==> src/rtl/counter_ctrl_if.sv <==
// Bundles the request/grant handshake, counter enables and status flags.
// master: the requester/counter side (drives requests and par_out).
// slave:  the controller side (drives grants, enables and status).
// Optional err flag is present only when COUNTER_CTRL_ERR_EN is defined.
interface counter_ctrl_if;
  logic       up_req;
  logic       down_req;
  logic [3:0] par_out;
  logic       up_gnt;
  logic       down_gnt;
  logic       up_cnt_en;
  logic       down_cnt_en;
  logic       full;
  logic       empty;
  logic       busy;
`ifdef COUNTER_CTRL_ERR_EN
  logic       err;

  modport master (
    output up_req, down_req, par_out,
    input  up_gnt, down_gnt, up_cnt_en, down_cnt_en, full, empty, busy, err
  );

  modport slave (
    input  up_req, down_req, par_out,
    output up_gnt, down_gnt, up_cnt_en, down_cnt_en, full, empty, busy, err
  );
`else
  modport master (
    output up_req, down_req, par_out,
    input  up_gnt, down_gnt, up_cnt_en, down_cnt_en, full, empty, busy
  );

  modport slave (
    input  up_req, down_req, par_out,
    output up_gnt, down_gnt, up_cnt_en, down_cnt_en, full, empty, busy
  );
`endif
endinterface

==> src/rtl/counter_ctrl.sv <==
// Arbiter for a shared 4-bit up/down counter. Grants one increment or
// decrement per three-cycle IDLE -> GRANT -> SETTLE round, refusing
// increments at MAX_CNT and decrements at zero; ties alternate.
// Ports:
//   clk   - system clock, rising edge
//   rst   - asynchronous active-low reset
//   bus   - counter_ctrl_if.slave: up_req/down_req/par_out in;
//           up_gnt/down_gnt/up_cnt_en/down_cnt_en/busy (registered) and
//           full/empty (combinational from par_out) out
// Build option: COUNTER_CTRL_ERR_EN adds sticky bus.err, set when a
// request arrives in IDLE against a full/empty counter.
module counter_ctrl #(
  parameter int unsigned MAX_CNT = 15
) (
  input  logic          clk,
  input  logic          rst,
  counter_ctrl_if.slave bus
);

  localparam int unsigned CNT_W = 4;
  localparam logic [CNT_W-1:0] MAX_VAL = CNT_W'(MAX_CNT);

  typedef enum logic [1:0] {
    IDLE   = 2'd0,
    GRANT  = 2'd1,
    SETTLE = 2'd2
  } state_t;

  state_t state_q, state_d;
  logic   last_up_q, last_up_d;
  logic   up_gnt_q, up_gnt_d;
  logic   down_gnt_q, down_gnt_d;
  logic   busy_q, busy_d;
  logic   up_elig, down_elig;

  // Status flags follow the counter value directly
  assign bus.full  = (bus.par_out == MAX_VAL);
  assign bus.empty = (bus.par_out == '0);

  assign up_elig   = bus.up_req & ~bus.full;
  assign down_elig = bus.down_req & ~bus.empty;

  // Next state and next registered outputs; outputs reflect state_d so
  // that grant/enable are high exactly while in GRANT
  always_comb begin
    state_d    = state_q;
    last_up_d  = last_up_q;
    up_gnt_d   = 1'b0;
    down_gnt_d = 1'b0;
    busy_d     = 1'b0;
    case (state_q)
      IDLE: begin
        // Up wins when alone or when down was served last
        if (up_elig && (!down_elig || !last_up_q)) begin
          state_d   = GRANT;
          last_up_d = 1'b1;
          up_gnt_d  = 1'b1;
        end else if (down_elig) begin
          state_d    = GRANT;
          last_up_d  = 1'b0;
          down_gnt_d = 1'b1;
        end
      end
      GRANT:   state_d = SETTLE;
      SETTLE:  state_d = IDLE;
      default: state_d = IDLE;
    endcase
    busy_d = (state_d != IDLE);
  end

  // State and output registers
  always_ff @(posedge clk or negedge rst) begin
    if (!rst) begin
      state_q    <= IDLE;
      last_up_q  <= 1'b0;
      up_gnt_q   <= 1'b0;
      down_gnt_q <= 1'b0;
      busy_q     <= 1'b0;
    end else begin
      state_q    <= state_d;
      last_up_q  <= last_up_d;
      up_gnt_q   <= up_gnt_d;
      down_gnt_q <= down_gnt_d;
      busy_q     <= busy_d;
    end
  end

  // Counter enables share the grant registers, so they can never overlap
  assign bus.up_gnt      = up_gnt_q;
  assign bus.down_gnt    = down_gnt_q;
  assign bus.up_cnt_en   = up_gnt_q;
  assign bus.down_cnt_en = down_gnt_q;
  assign bus.busy        = busy_q;

`ifdef COUNTER_CTRL_ERR_EN
  logic err_q, err_d;

  // Sticky flag for requests made against a saturated counter
  always_comb begin
    err_d = err_q;
    if (state_q == IDLE &&
        ((bus.up_req & bus.full) | (bus.down_req & bus.empty)))
      err_d = 1'b1;
  end

  always_ff @(posedge clk or negedge rst) begin
    if (!rst) err_q <= 1'b0;
    else      err_q <= err_d;
  end

  assign bus.err = err_q;
`endif

endmodule

==> src/flat_wrapper.sv <==
// flat-port wrapper written by rule: the top's interface ports become plain ports
module counter_ctrl_flat 
#(
  parameter int unsigned MAX_CNT = 15
)
  (clk, rst, bus_up_req, bus_down_req, bus_par_out, bus_up_gnt, bus_down_gnt, bus_up_cnt_en, bus_down_cnt_en, bus_full, bus_empty, bus_busy);
  counter_ctrl_if bus_i ();
  input  logic clk;
  input  logic rst;
  input wire logic [$bits(bus_i.up_req)-1:0] bus_up_req;
  input wire logic [$bits(bus_i.down_req)-1:0] bus_down_req;
  input wire logic [$bits(bus_i.par_out)-1:0] bus_par_out;
  output wire logic [$bits(bus_i.up_gnt)-1:0] bus_up_gnt;
  output wire logic [$bits(bus_i.down_gnt)-1:0] bus_down_gnt;
  output wire logic [$bits(bus_i.up_cnt_en)-1:0] bus_up_cnt_en;
  output wire logic [$bits(bus_i.down_cnt_en)-1:0] bus_down_cnt_en;
  output wire logic [$bits(bus_i.full)-1:0] bus_full;
  output wire logic [$bits(bus_i.empty)-1:0] bus_empty;
  output wire logic [$bits(bus_i.busy)-1:0] bus_busy;
  assign bus_i.up_req = bus_up_req;
  assign bus_i.down_req = bus_down_req;
  assign bus_i.par_out = bus_par_out;
  assign bus_up_gnt = bus_i.up_gnt;
  assign bus_down_gnt = bus_i.down_gnt;
  assign bus_up_cnt_en = bus_i.up_cnt_en;
  assign bus_down_cnt_en = bus_i.down_cnt_en;
  assign bus_full = bus_i.full;
  assign bus_empty = bus_i.empty;
  assign bus_busy = bus_i.busy;
  counter_ctrl #(.MAX_CNT(MAX_CNT)) u_core (.clk(clk), .rst(rst), .bus(bus_i));
endmodule
==> config.mk <==
export PLATFORM = sky130hd
export DESIGN_NAME = counter_ctrl_flat
export DESIGN_NICKNAME = d
export VERILOG_FILES = /design/src/rtl/counter_ctrl_if.sv /design/src/rtl/counter_ctrl.sv /design/src/flat_wrapper.sv
export SDC_FILE = /design/constraint.sdc
export NUM_CORES = 1
export LEC_CHECK = 0
export BUFFER_PORTS_ARGS = -buffer_cell sky130_fd_sc_hd__buf_2
export CAP_MARGIN = 5
export CORE_AREA = 2 2 39 41
export CTS_BUF_LIST = sky130_fd_sc_hd__clkbuf_4 sky130_fd_sc_hd__clkbuf_8
export CTS_CLUSTER_DIAMETER = 30
export DETAILED_ROUTE_END_ITERATION = 10
export DIE_AREA = 0 0 41 43
export SLEW_MARGIN = 40
export SYNTH_ARGS = -nofsm -noshare
export SYNTH_HDL_FRONTEND = slang
export SYNTH_SLANG_ARGS = --single-unit
export TNS_END_PERCENT = 50
==> constraint.sdc <==
create_clock -name clk -period 1.1 [get_ports clk]
set_clock_uncertainty 0.05 [all_clocks]
set_input_delay 0 -clock clk [delete_from_list [all_inputs] [get_ports clk]]
set_output_delay 0 -clock clk [all_outputs]
set_load 0.02 [all_outputs]
Word-level counts from Yosys, hierarchy flattened. Cells that the tools add are included.

Bits of input ports: 8. Word-level logic and storage cells: 30. Register bits: 6.

Bitwise gates (word level): 4. Reductions and logical operators: 9. Mux-type cells: 10. Equal/unequal tests: 2.

Operators by type and width (count): $mux 1 (7); $eq 4x4->1 const B (1); $logic_not 4->1 (1); $mux 2 (2); $pmux 2 s2 (1); $reduce_bool 2->1 (2); $and 1x1->1 (2); $eq 2x1->1 const B (1); $logic_not 1->1 (2); $logic_not 2->1 (1); $not 1->1 (2); $reduce_and 2->1 (1); $logic_and 1x1->1 (1); $logic_or 1x1->1 (1).

Longest topological paths before layout. Gate-level depths: netlist of the first run.

Word-level depth: 9. Depth in mapped cells: 3. Gate-level depth less buffers: 3.

Worst setup path before layout of the first run. Ideal clock, no wire load.

Path type: reg2reg. From: reg u_core.state_q[0]. To: reg u_core.up_gnt_q, in the netlist u_core.bus.up_cnt_en. Period minus slack after synthesis: 881 ps. Data arrival time: 753 ps. Setup slack: 219 ps. Stages on the path, launching flop included: 4. Setup time: 78 ps. Buffers on the path: 0. Cells stage by stage: dfrtp_1 -> nor2_1 -> nand3_1 -> a21oi_1.

Cells in the longest elaborated chain, start to end: 2.

RTL lines: start: declaration (line counter_ctrl.sv:29) `state_t state_q, state_d;`; start signal: assignment (line counter_ctrl.sv:80) `state_q <= state_d;`; $logic_not 2->1 (line counter_ctrl.sv:51) `case (state_q)`; $mux 1 (line counter_ctrl.sv:51); net u_core.up_gnt_d (line counter_ctrl.sv:31) `logic up_gnt_q, up_gnt_d;`; end signal: assignment (line counter_ctrl.sv:82) `up_gnt_q <= up_gnt_d;`; end: declaration (line counter_ctrl.sv:31).

The timed path passes the listed nets, and every way through them passes these cells. A chain may end at the register's enable or synchronous reset.

Final worst setup path of the first run.
From: reg u_core.state_q[1]. To: reg u_core.up_gnt_q, in the netlist u_core.bus.up_cnt_en.

The elaborated chain is that of the path after synthesis.

==> flow_summary.html, run 1 <==
<table>
<tr><th>Metric</th><th>Value</th></tr>
<tr><th colspan="2">Critical path</th></tr>
<tr><td>Launching element type of the critical path</td><td>register</td></tr>
<tr><td>Data arrival time of the critical path</td><td>1.10 ns</td></tr>
<tr><td>Max Fanout on Critical Path</td><td>4</td></tr>
<tr><td>CP peak stage delay</td><td>0.39 ns</td></tr>
<tr><td>Classification of the worst setup path</td><td>register to register</td></tr>
<tr><td>Nature of the critical path endpoint</td><td>register</td></tr>
<tr><td>Required arrival time at the worst endpoint</td><td>1.21 ns</td></tr>
<tr><td>R2R Setup Slk</td><td>0.11 ns</td></tr>
<tr><td>Slowest library cell on the worst path</td><td>sky130_fd_sc_hd__dfrtp_1</td></tr>
<tr><td>List of cells traversed by the critical path</td><td>nor2_1 &gt; nand3_1 &gt; a21oi_1</td></tr>
<tr><th colspan="2">Logic synthesis</th></tr>
<tr><td>Netlist cell types</td><td>15</td></tr>
<tr><td>Flops &amp; latches, synth</td><td>6</td></tr>
<tr><td>Post-synthesis sequential area ratio</td><td>56.3%</td></tr>
<tr><td>Synth Warn #</td><td>0</td></tr>
<tr><td>Gate count after technology mapping</td><td>25</td></tr>
<tr><td>Netlist Area Pre-Place</td><td>267 um2</td></tr>
<tr><td>Post-synthesis net count</td><td>33</td></tr>
<tr><td>Syn avg cell area</td><td>10.7 um2</td></tr>
<tr><th colspan="2">Die</th></tr>
<tr><td>DIE HEIGHT</td><td>43 um</td></tr>
<tr><td>Area of the placeable core</td><td>0.00138 mm2</td></tr>
<tr><td>Starting utilization of the core area</td><td>19.3%</td></tr>
<tr><td>Die span in x</td><td>41 um</td></tr>
<tr><td>Num rows</td><td>14</td></tr>
<tr><td>Boundary Pins</td><td>15</td></tr>
<tr><td>Die outline area</td><td>0.00176 mm2</td></tr>
<tr><th colspan="2">Final layout</th></tr>
<tr><td>Layout cell share with drive strength beyond 1</td><td>45.2%</td></tr>
<tr><td>Area delta synth-&gt;final</td><td>44.1%</td></tr>
<tr><td>Most frequent standard cell in the layout excluding fill and tap cells</td><td>sky130_fd_sc_hd__buf_2</td></tr>
<tr><td>Filler cells</td><td>148</td></tr>
<tr><td>Count of placed standard cells in the final layout, fillers left out</td><td>58</td></tr>
<tr><td>Final std cell area, no fill</td><td>384 um2</td></tr>
<tr><td>Post-layout util</td><td>27.8%</td></tr>
<tr><td>Post-layout nets</td><td>52</td></tr>
<tr><td>Commonest cells after routing, fill and taps aside</td><td>sky130_fd_sc_hd__buf_2, sky130_fd_sc_hd__dfrtp_1, sky130_fd_sc_hd__inv_1, sky130_fd_sc_hd__clkbuf_4</td></tr>
<tr><td>Count of inserted antenna diode cells</td><td>0</td></tr>
<tr><th colspan="2">Pwr</th></tr>
<tr><td>Power density over the cells</td><td>2300 mW/mm2</td></tr>
<tr><td>Total Power Consumption</td><td>0.885 mW</td></tr>
<tr><td>Worst voltage drop across the vdd grid</td><td>0.911 mV</td></tr>
<tr><td>Leakage Power</td><td>0.205 nW</td></tr>
<tr><th colspan="2">Detailed routing</th></tr>
<tr><td>DRC Markers</td><td>0</td></tr>
<tr><td>Vias per cell</td><td>4.03</td></tr>
<tr><td>Post-detailed-route count of antenna-violating nets</td><td>0</td></tr>
<tr><td>Wire per inst</td><td>7.90 um</td></tr>
<tr><td>Total number of vias</td><td>234</td></tr>
<tr><td>Total iterations of the first detailed-routing run</td><td>1</td></tr>
<tr><td>Routed WL</td><td>458 um</td></tr>
<tr><td>Number of design-rule violations left by the first detailed-router iteration</td><td>0</td></tr>
<tr><th colspan="2">Placed design</th></tr>
<tr><td>Placed cell count</td><td>53</td></tr>
<tr><td>Placement Setup Slack</td><td>0.109 ns</td></tr>
<tr><td>Sum of net half-perimeters after detailed placement</td><td>385 um</td></tr>
<tr><td>Final Wtd Congestion</td><td>0.711</td></tr>
<tr><td>Cell Area, Placed</td><td>342 um2</td></tr>
<tr><td>Number of I/O port buffers</td><td>14</td></tr>
<tr><th colspan="2">Outcome</th></tr>
<tr><td>Outcome</td><td>complete, no violations</td></tr>
<tr><th colspan="2">STA</th></tr>
<tr><td>Final min period</td><td>0.993 ns</td></tr>
<tr><td>Fraction of the cycle the final worst path needs</td><td>90.3%</td></tr>
<tr><td>Smallest hold slack</td><td>0.0500 ns</td></tr>
<tr><td>Setup tns final</td><td>0 ns</td></tr>
<tr><td>Transition at the pin with the smallest max-transition slack</td><td>0.200 ns</td></tr>
<tr><td>Unrepaired setup endpoints after global routing</td><td>false</td></tr>
<tr><td>Final setup slack of the worst path</td><td>0.107 ns</td></tr>
<tr><td>Hold Violations, Final</td><td>0</td></tr>
<tr><td>Final count of negative-setup-slack endpoints</td><td>0</td></tr>
<tr><td>Final Max Tran Viols</td><td>0</td></tr>
<tr><td>Slew margin rel.</td><td>86.6%</td></tr>
<tr><td>Highest achievable clock rate</td><td>1.01 GHz</td></tr>
<tr><th colspan="2">Clock tree</th></tr>
<tr><td>Maximum buffer depth of the clock tree</td><td>2</td></tr>
<tr><td>CTS tree</td><td>yes</td></tr>
<tr><td>Number of sinks driven by the clock tree</td><td>6</td></tr>
<tr><td>Number of setup buffers added after CTS</td><td>0</td></tr>
<tr><td>Post-CTS Resized</td><td>0</td></tr>
<tr><td>Root Driver</td><td>sky130_fd_sc_hd__clkbuf_4</td></tr>
<tr><td>Clock latency on the worst-skew pair</td><td>0.24 ns</td></tr>
<tr><td>Clk pin slew, worst setup/hold paths</td><td>0.04 ns</td></tr>
<tr><td>H-tree depth</td><td>1</td></tr>
<tr><td>Inserted Clock Buffers</td><td>3</td></tr>
<tr><th colspan="2">GRT</th></tr>
<tr><td>Vias in the first global route</td><td>203</td></tr>
<tr><td>Global-route wire length before repair</td><td>800 um</td></tr>
<tr><td>Maximum number of pins on one net before global-route repair</td><td>7</td></tr>
<tr><td>Initial antenna violation count</td><td>0</td></tr>
<tr><td>GR Overflow Total</td><td>0</td></tr>
<tr><td>Overall Global Routing Usage</td><td>7.58%</td></tr>
<tr><th colspan="2">Hold path</th></tr>
<tr><td>Classification of the worst-slack hold path</td><td>primary input to async pin</td></tr>
<tr><th colspan="2">Run</th></tr>
<tr><td>Count of maximum capacitance violations</td><td>0</td></tr>
</table>
## worst paths after layout
path | cells past startpoint | startpoint | end
max | 3 | u_core.state_q[1] | u_core.bus.up_cnt_en
min | 2 | rst | u_core.last_up_q
max reg2reg | 3 | u_core.state_q[1] | u_core.bus.up_cnt_en
min reg2reg | 1 | u_core.state_q[0] | u_core.state_q[0]
max in group asynchronous | 2 | rst | u_core.state_q[0]
min in group clk | 3 | bus_down_req | u_core.bus.busy
## what timing repair did
action	CTS	global route
setup endpoints to repair	0	0
endpoints found under the hold margin	7	0
hold buffers	2	0
## flip-flops by register name, summed over array words and instances (netlist names)
name	flops
u_core.bus.busy	1
u_core.bus.down_cnt_en	1
u_core.bus.up_cnt_en	1
u_core.last_up_q	1
u_core.state_q	2
## cell type report
type / count / area (um2) / share of cell area [%]
multi-input combinational: 14 / 90.1 / 23.5
tap: 16 / 20.0 / 5.21
clock buffer: 3 / 22.5 / 5.86
sequential: 6 / 150 / 39.1
inverter: 3 / 11.3 / 2.93
timing repair buffer: 16 / 90.1 / 23.5
## where the power goes
| part | switching [mW] | total [mW] | internal (mW) | leakage [nW] |
|---|---|---|---|---|
| clock network | 0.0736 | 0.197 | 0.123 | 0.0138 |
| logic | 0.198 | 0.321 | 0.124 | 0.116 |
| registers | 0.0532 | 0.367 | 0.314 | 0.0750 |
| total | 0.324 | 0.885 | 0.561 | 0.205 |
## Yosys cell counts (all sizes together)
cell type  n  area [um2]
a21o       1        7.51
a21oi      2        10.0
a31oi      1        6.26
buf        2        15.0
dfrtp      6         150
inv        3        11.3
nand2      1        3.75
nand3      1        5.00
nand4      1        6.26
nor2       2        7.51
nor3       1        5.00
nor4       1        6.26
o21ai      1        8.76
o22ai      1        12.5
o41a       1        11.3
## critical path: cells and delay by family (launching register included)
family | cells | cell delay (ns)
AO/OA/AOI/OAI | 1 | 0.16
flip-flops | 1 | 0.39
AND/OR/NAND/NOR | 2 | 0.32
## logic make-up after synthesis
family / after synthesis / share of synthesized area [%]
compound gates: 7 / 21.1
simple gates: 7 / 12.7
buf+inv: 5 / 9.86
flops: 6 / 56.3
## routing by layer
layer / part of all wire (%) / global-route usage [%] / vias up
met3: 13 / 9.42 / 0
li1: - / - / 121
met5: 0 / 0 / -
met4: 0 / 2.00 / 0
met1: 39 / 8.22 / 103
met2: 48 / 9.06 / 10
No activity file was read; power rests on OpenSTA's default activity.
==> run 2, diff against run 1 <==
- CORE_AREA: 2 2 39 41 -> 3 3 40 42
- DIE_AREA: 0 0 41 43 -> 0 0 43 45
==> flow_summary.html, run 2 (synthesized netlist as in run 1, its figures left out) <==
<table>
<tr><th>Metric</th><th>Value</th></tr>
<tr><th colspan="2">Clock tree</th></tr>
<tr><td>Number of sinks driven by the clock tree</td><td>6 (unchanged)</td></tr>
<tr><td>H-tree depth</td><td>1 (unchanged)</td></tr>
<tr><td>Maximum buffer depth of the clock tree</td><td>2 (unchanged)</td></tr>
<tr><td>Clock latency on the worst-skew pair</td><td>0.24 ns (about the same)</td></tr>
<tr><td>Root Driver</td><td>sky130_fd_sc_hd__clkbuf_4</td></tr>
<tr><td>CTS tree</td><td>yes</td></tr>
<tr><td>Clk pin slew, worst setup/hold paths</td><td>0.04 ns (about the same)</td></tr>
<tr><td>Number of setup buffers added after CTS</td><td>0 (unchanged)</td></tr>
<tr><td>Inserted Clock Buffers</td><td>3 (unchanged)</td></tr>
<tr><th colspan="2">GRT</th></tr>
<tr><td>Overall Global Routing Usage</td><td>5.37% (-2.2 points)</td></tr>
<tr><td>Vias in the first global route</td><td>192 (-5.4%)</td></tr>
<tr><td>GR Overflow Total</td><td>0 (unchanged)</td></tr>
<tr><td>Initial antenna violation count</td><td>0 (unchanged)</td></tr>
<tr><td>Maximum number of pins on one net before global-route repair</td><td>7 (unchanged)</td></tr>
<tr><td>Global-route wire length before repair</td><td>683 um (-15%)</td></tr>
<tr><th colspan="2">Critical path</th></tr>
<tr><td>Slowest library cell on the worst path</td><td>sky130_fd_sc_hd__dfrtp_1</td></tr>
<tr><td>Launching element type of the critical path</td><td>register</td></tr>
<tr><td>Nature of the critical path endpoint</td><td>register</td></tr>
<tr><td>List of cells traversed by the critical path</td><td>nor2_1 &gt; nand3_1 &gt; a21oi_1</td></tr>
<tr><td>Data arrival time of the critical path</td><td>1.08 ns (-0.02 ns)</td></tr>
<tr><td>Classification of the worst setup path</td><td>register to register</td></tr>
<tr><td>CP peak stage delay</td><td>0.39 ns (about the same)</td></tr>
<tr><td>Max Fanout on Critical Path</td><td>4 (unchanged)</td></tr>
<tr><td>Required arrival time at the worst endpoint</td><td>1.21 ns (about the same)</td></tr>
<tr><td>R2R Setup Slk</td><td>0.13 ns (+0.03 ns)</td></tr>
<tr><td>Critical path destination</td><td>u_core.bus.up_cnt_en</td></tr>
<tr><td>Worst reg2reg path startpoint</td><td>u_core.state_q[1]</td></tr>
<tr><td>Reg2reg path depth</td><td>3 (unchanged)</td></tr>
<tr><td>Worst Setup SP</td><td>u_core.state_q[1]</td></tr>
<tr><td>RR Endpoint</td><td>u_core.bus.up_cnt_en</td></tr>
<tr><th colspan="2">Detailed routing</th></tr>
<tr><td>Total iterations of the first detailed-routing run</td><td>1 (unchanged)</td></tr>
<tr><td>Wire per inst</td><td>8.11 um (+2.6%)</td></tr>
<tr><td>Routed WL</td><td>462 um (+0.87%)</td></tr>
<tr><td>DRC Markers</td><td>0 (unchanged)</td></tr>
<tr><td>Number of design-rule violations left by the first detailed-router iteration</td><td>0 (unchanged)</td></tr>
<tr><td>Post-detailed-route count of antenna-violating nets</td><td>0 (unchanged)</td></tr>
<tr><td>Vias per cell</td><td>4.21 (+4.4%)</td></tr>
<tr><td>Total number of vias</td><td>240 (+2.6%)</td></tr>
<tr><th colspan="2">Pwr</th></tr>
<tr><td>Worst voltage drop across the vdd grid</td><td>0.811 mV (-11%)</td></tr>
<tr><td>Leakage Power</td><td>0.205 nW (unchanged)</td></tr>
<tr><td>Proportion of power drawn by combinational gates</td><td>36.4% (about the same)</td></tr>
<tr><td>Sw Pwr</td><td>0.320 mW (-1.5%)</td></tr>
<tr><td>Total Power Consumption</td><td>0.880 mW (-0.60%)</td></tr>
<tr><td>Power density over the cells</td><td>2300 mW/mm2 (-0.27%)</td></tr>
<tr><td>Cell internal power dissipation</td><td>0.560 mW (about the same)</td></tr>
<tr><td>Share of total power in the clock network</td><td>21.8% (-0.4 points)</td></tr>
<tr><td>Switching part of the total power</td><td>36.3% (-0.34 points)</td></tr>
<tr><td>Part of the total power dissipated in sequential elements</td><td>41.8% (+0.3 points)</td></tr>
<tr><th colspan="2">STA</th></tr>
<tr><td>Transition at the pin with the smallest max-transition slack</td><td>0.216 ns (+0.0166 ns)</td></tr>
<tr><td>Final count of negative-setup-slack endpoints</td><td>0 (unchanged)</td></tr>
<tr><td>Hold Violations, Final</td><td>0 (unchanged)</td></tr>
<tr><td>Slew margin rel.</td><td>85.5% (-1.1 points)</td></tr>
<tr><td>Fraction of the cycle the final worst path needs</td><td>87.8% (-2.6 points)</td></tr>
<tr><td>Final min period</td><td>0.965 ns (-0.0282 ns)</td></tr>
<tr><td>Highest achievable clock rate</td><td>1.04 GHz (+2.9%)</td></tr>
<tr><td>Final Max Tran Viols</td><td>0 (unchanged)</td></tr>
<tr><td>Setup tns final</td><td>0 ns (unchanged)</td></tr>
<tr><td>Final setup slack of the worst path</td><td>0.135 ns (+0.0282 ns)</td></tr>
<tr><td>Unrepaired setup endpoints after global routing</td><td>false</td></tr>
<tr><th colspan="2">Die</th></tr>
<tr><td>Area of the placeable core</td><td>0.00128 mm2 (-7.1%)</td></tr>
<tr><td>Die outline area</td><td>0.00194 mm2 (+9.8%)</td></tr>
<tr><td>Starting utilization of the core area</td><td>20.7% (+1.5 points)</td></tr>
<tr><td>Num rows</td><td>13 (-1)</td></tr>
<tr><td>Die span in x</td><td>43 um (+4.9%)</td></tr>
<tr><td>DIE HEIGHT</td><td>45 um (+4.7%)</td></tr>
<tr><td>Boundary Pins</td><td>15 (unchanged)</td></tr>
<tr><th colspan="2">Outcome</th></tr>
<tr><td>Outcome</td><td>complete, no violations</td></tr>
<tr><th colspan="2">Final layout</th></tr>
<tr><td>Area delta synth-&gt;final</td><td>43.7%</td></tr>
<tr><td>Largest Register</td><td>u_core.state_q</td></tr>
<tr><td>Commonest cells after routing, fill and taps aside</td><td>sky130_fd_sc_hd__buf_2, sky130_fd_sc_hd__dfrtp_1, sky130_fd_sc_hd__inv_1, sky130_fd_sc_hd__clkbuf_4</td></tr>
<tr><td>Flip-flop count of the largest register after layout</td><td>2 (unchanged)</td></tr>
<tr><td>Layout cell share with drive strength beyond 1</td><td>45.2% (unchanged)</td></tr>
<tr><td>Post-layout nets</td><td>52 (unchanged)</td></tr>
<tr><td>Filler cells</td><td>134 (-9.5%)</td></tr>
<tr><td>Count of inserted antenna diode cells</td><td>0 (unchanged)</td></tr>
<tr><td>Most frequent standard cell in the layout excluding fill and tap cells</td><td>sky130_fd_sc_hd__buf_2</td></tr>
<tr><th colspan="2">Placed design</th></tr>
<tr><td>Placement Setup Slack</td><td>0.0882 ns (-0.0210 ns)</td></tr>
<tr><td>Final Wtd Congestion</td><td>0.644 (-9.5%)</td></tr>
<tr><td>Number of I/O port buffers</td><td>14 (unchanged)</td></tr>
<tr><td>Sum of net half-perimeters after detailed placement</td><td>402 um (+4.2%)</td></tr>
<tr><th colspan="2">Run</th></tr>
<tr><td>Count of maximum capacitance violations</td><td>0 (unchanged)</td></tr>
<tr><th colspan="2">Hold path</th></tr>
<tr><td>Classification of the worst-slack hold path</td><td>primary input to async pin</td></tr>
</table>
[run 2: cell counts in the layout (fill, tap and decap cells not counted)]
Identical to the previous run, type by type.
[run 2: worst min-delay path by stage]
stage               startpoint                   end  slack, ns
global route               rst       u_core.bus.busy       0.06
finish                     rst  u_core.bus.up_cnt_en       0.06
floorplan                  rst       u_core.bus.busy      -0.35
global placement           rst       u_core.bus.busy      -0.22
detailed placement         rst       u_core.bus.busy      -0.22
CTS                        rst       u_core.bus.busy       0.06
[run 2: critical path, delay by kind of cell, from the launching register on]
family	cells	cell delay, ns
flops	1	0.39
compound gates	1	0.14
simple gates	2	0.31
[run 2: metrics by stage]
stage / cell area [um2] / util [%] / std cells / hold WS (ns)
2_1_floorplan: 267 / - / 25 / -0.346
3_3_place_gp: 340 / 26.5 / 52 / -0.222
3_5_place_dp: 340 / 26.5 / 52 / -0.221
4_1_cts: 383 / 29.8 / 57 / 0.0579
5_1_grt: 383 / 29.8 / 57 / 0.0556
6_report: 383 / 29.8 / 57 / 0.0609
[run 2: cell type report]
type,count,area (um2),share of cell area (%)
Clock buffer,3,22.5,5.88
Inverter,3,11.3,2.94
Multi-Input combinational cell,14,90.1,23.5
Sequential cell,6,150,39.2
Tap cell,15,18.8,4.90
Timing Repair Buffer,16,90.1,23.5
[run 2: power groups by stage]
stage / clock, mW / combinational, mW / sequential (mW)
detailed placement: 0 / 0.320 / 0.373
CTS: 0.206 / 0.326 / 0.369
finish: 0.192 / 0.320 / 0.368
global placement: 0 / 0.316 / 0.368
global route: 0.224 / 0.358 / 0.384
floorplan: 0 / 0.195 / 0.420
[run 2: layer usage]
layer	vias to the layer above	part of all wire, %	GRT usage, %	wire length, um
met3	0	15	6.37	70
met5	-	0	0	0
li1	127	-	-	-
met2	12	47	7.78	217
met4	0	0	1.81	0
met1	101	38	4.68	174
[run 2: repair_timing]
| item | 4_1_cts | 5_1_grt |
|---|---|---|
| hold endpoints to repair | 7 | 0 |
| hold buffers | 2 | 0 |
| resized for setup | 0 | 0 |
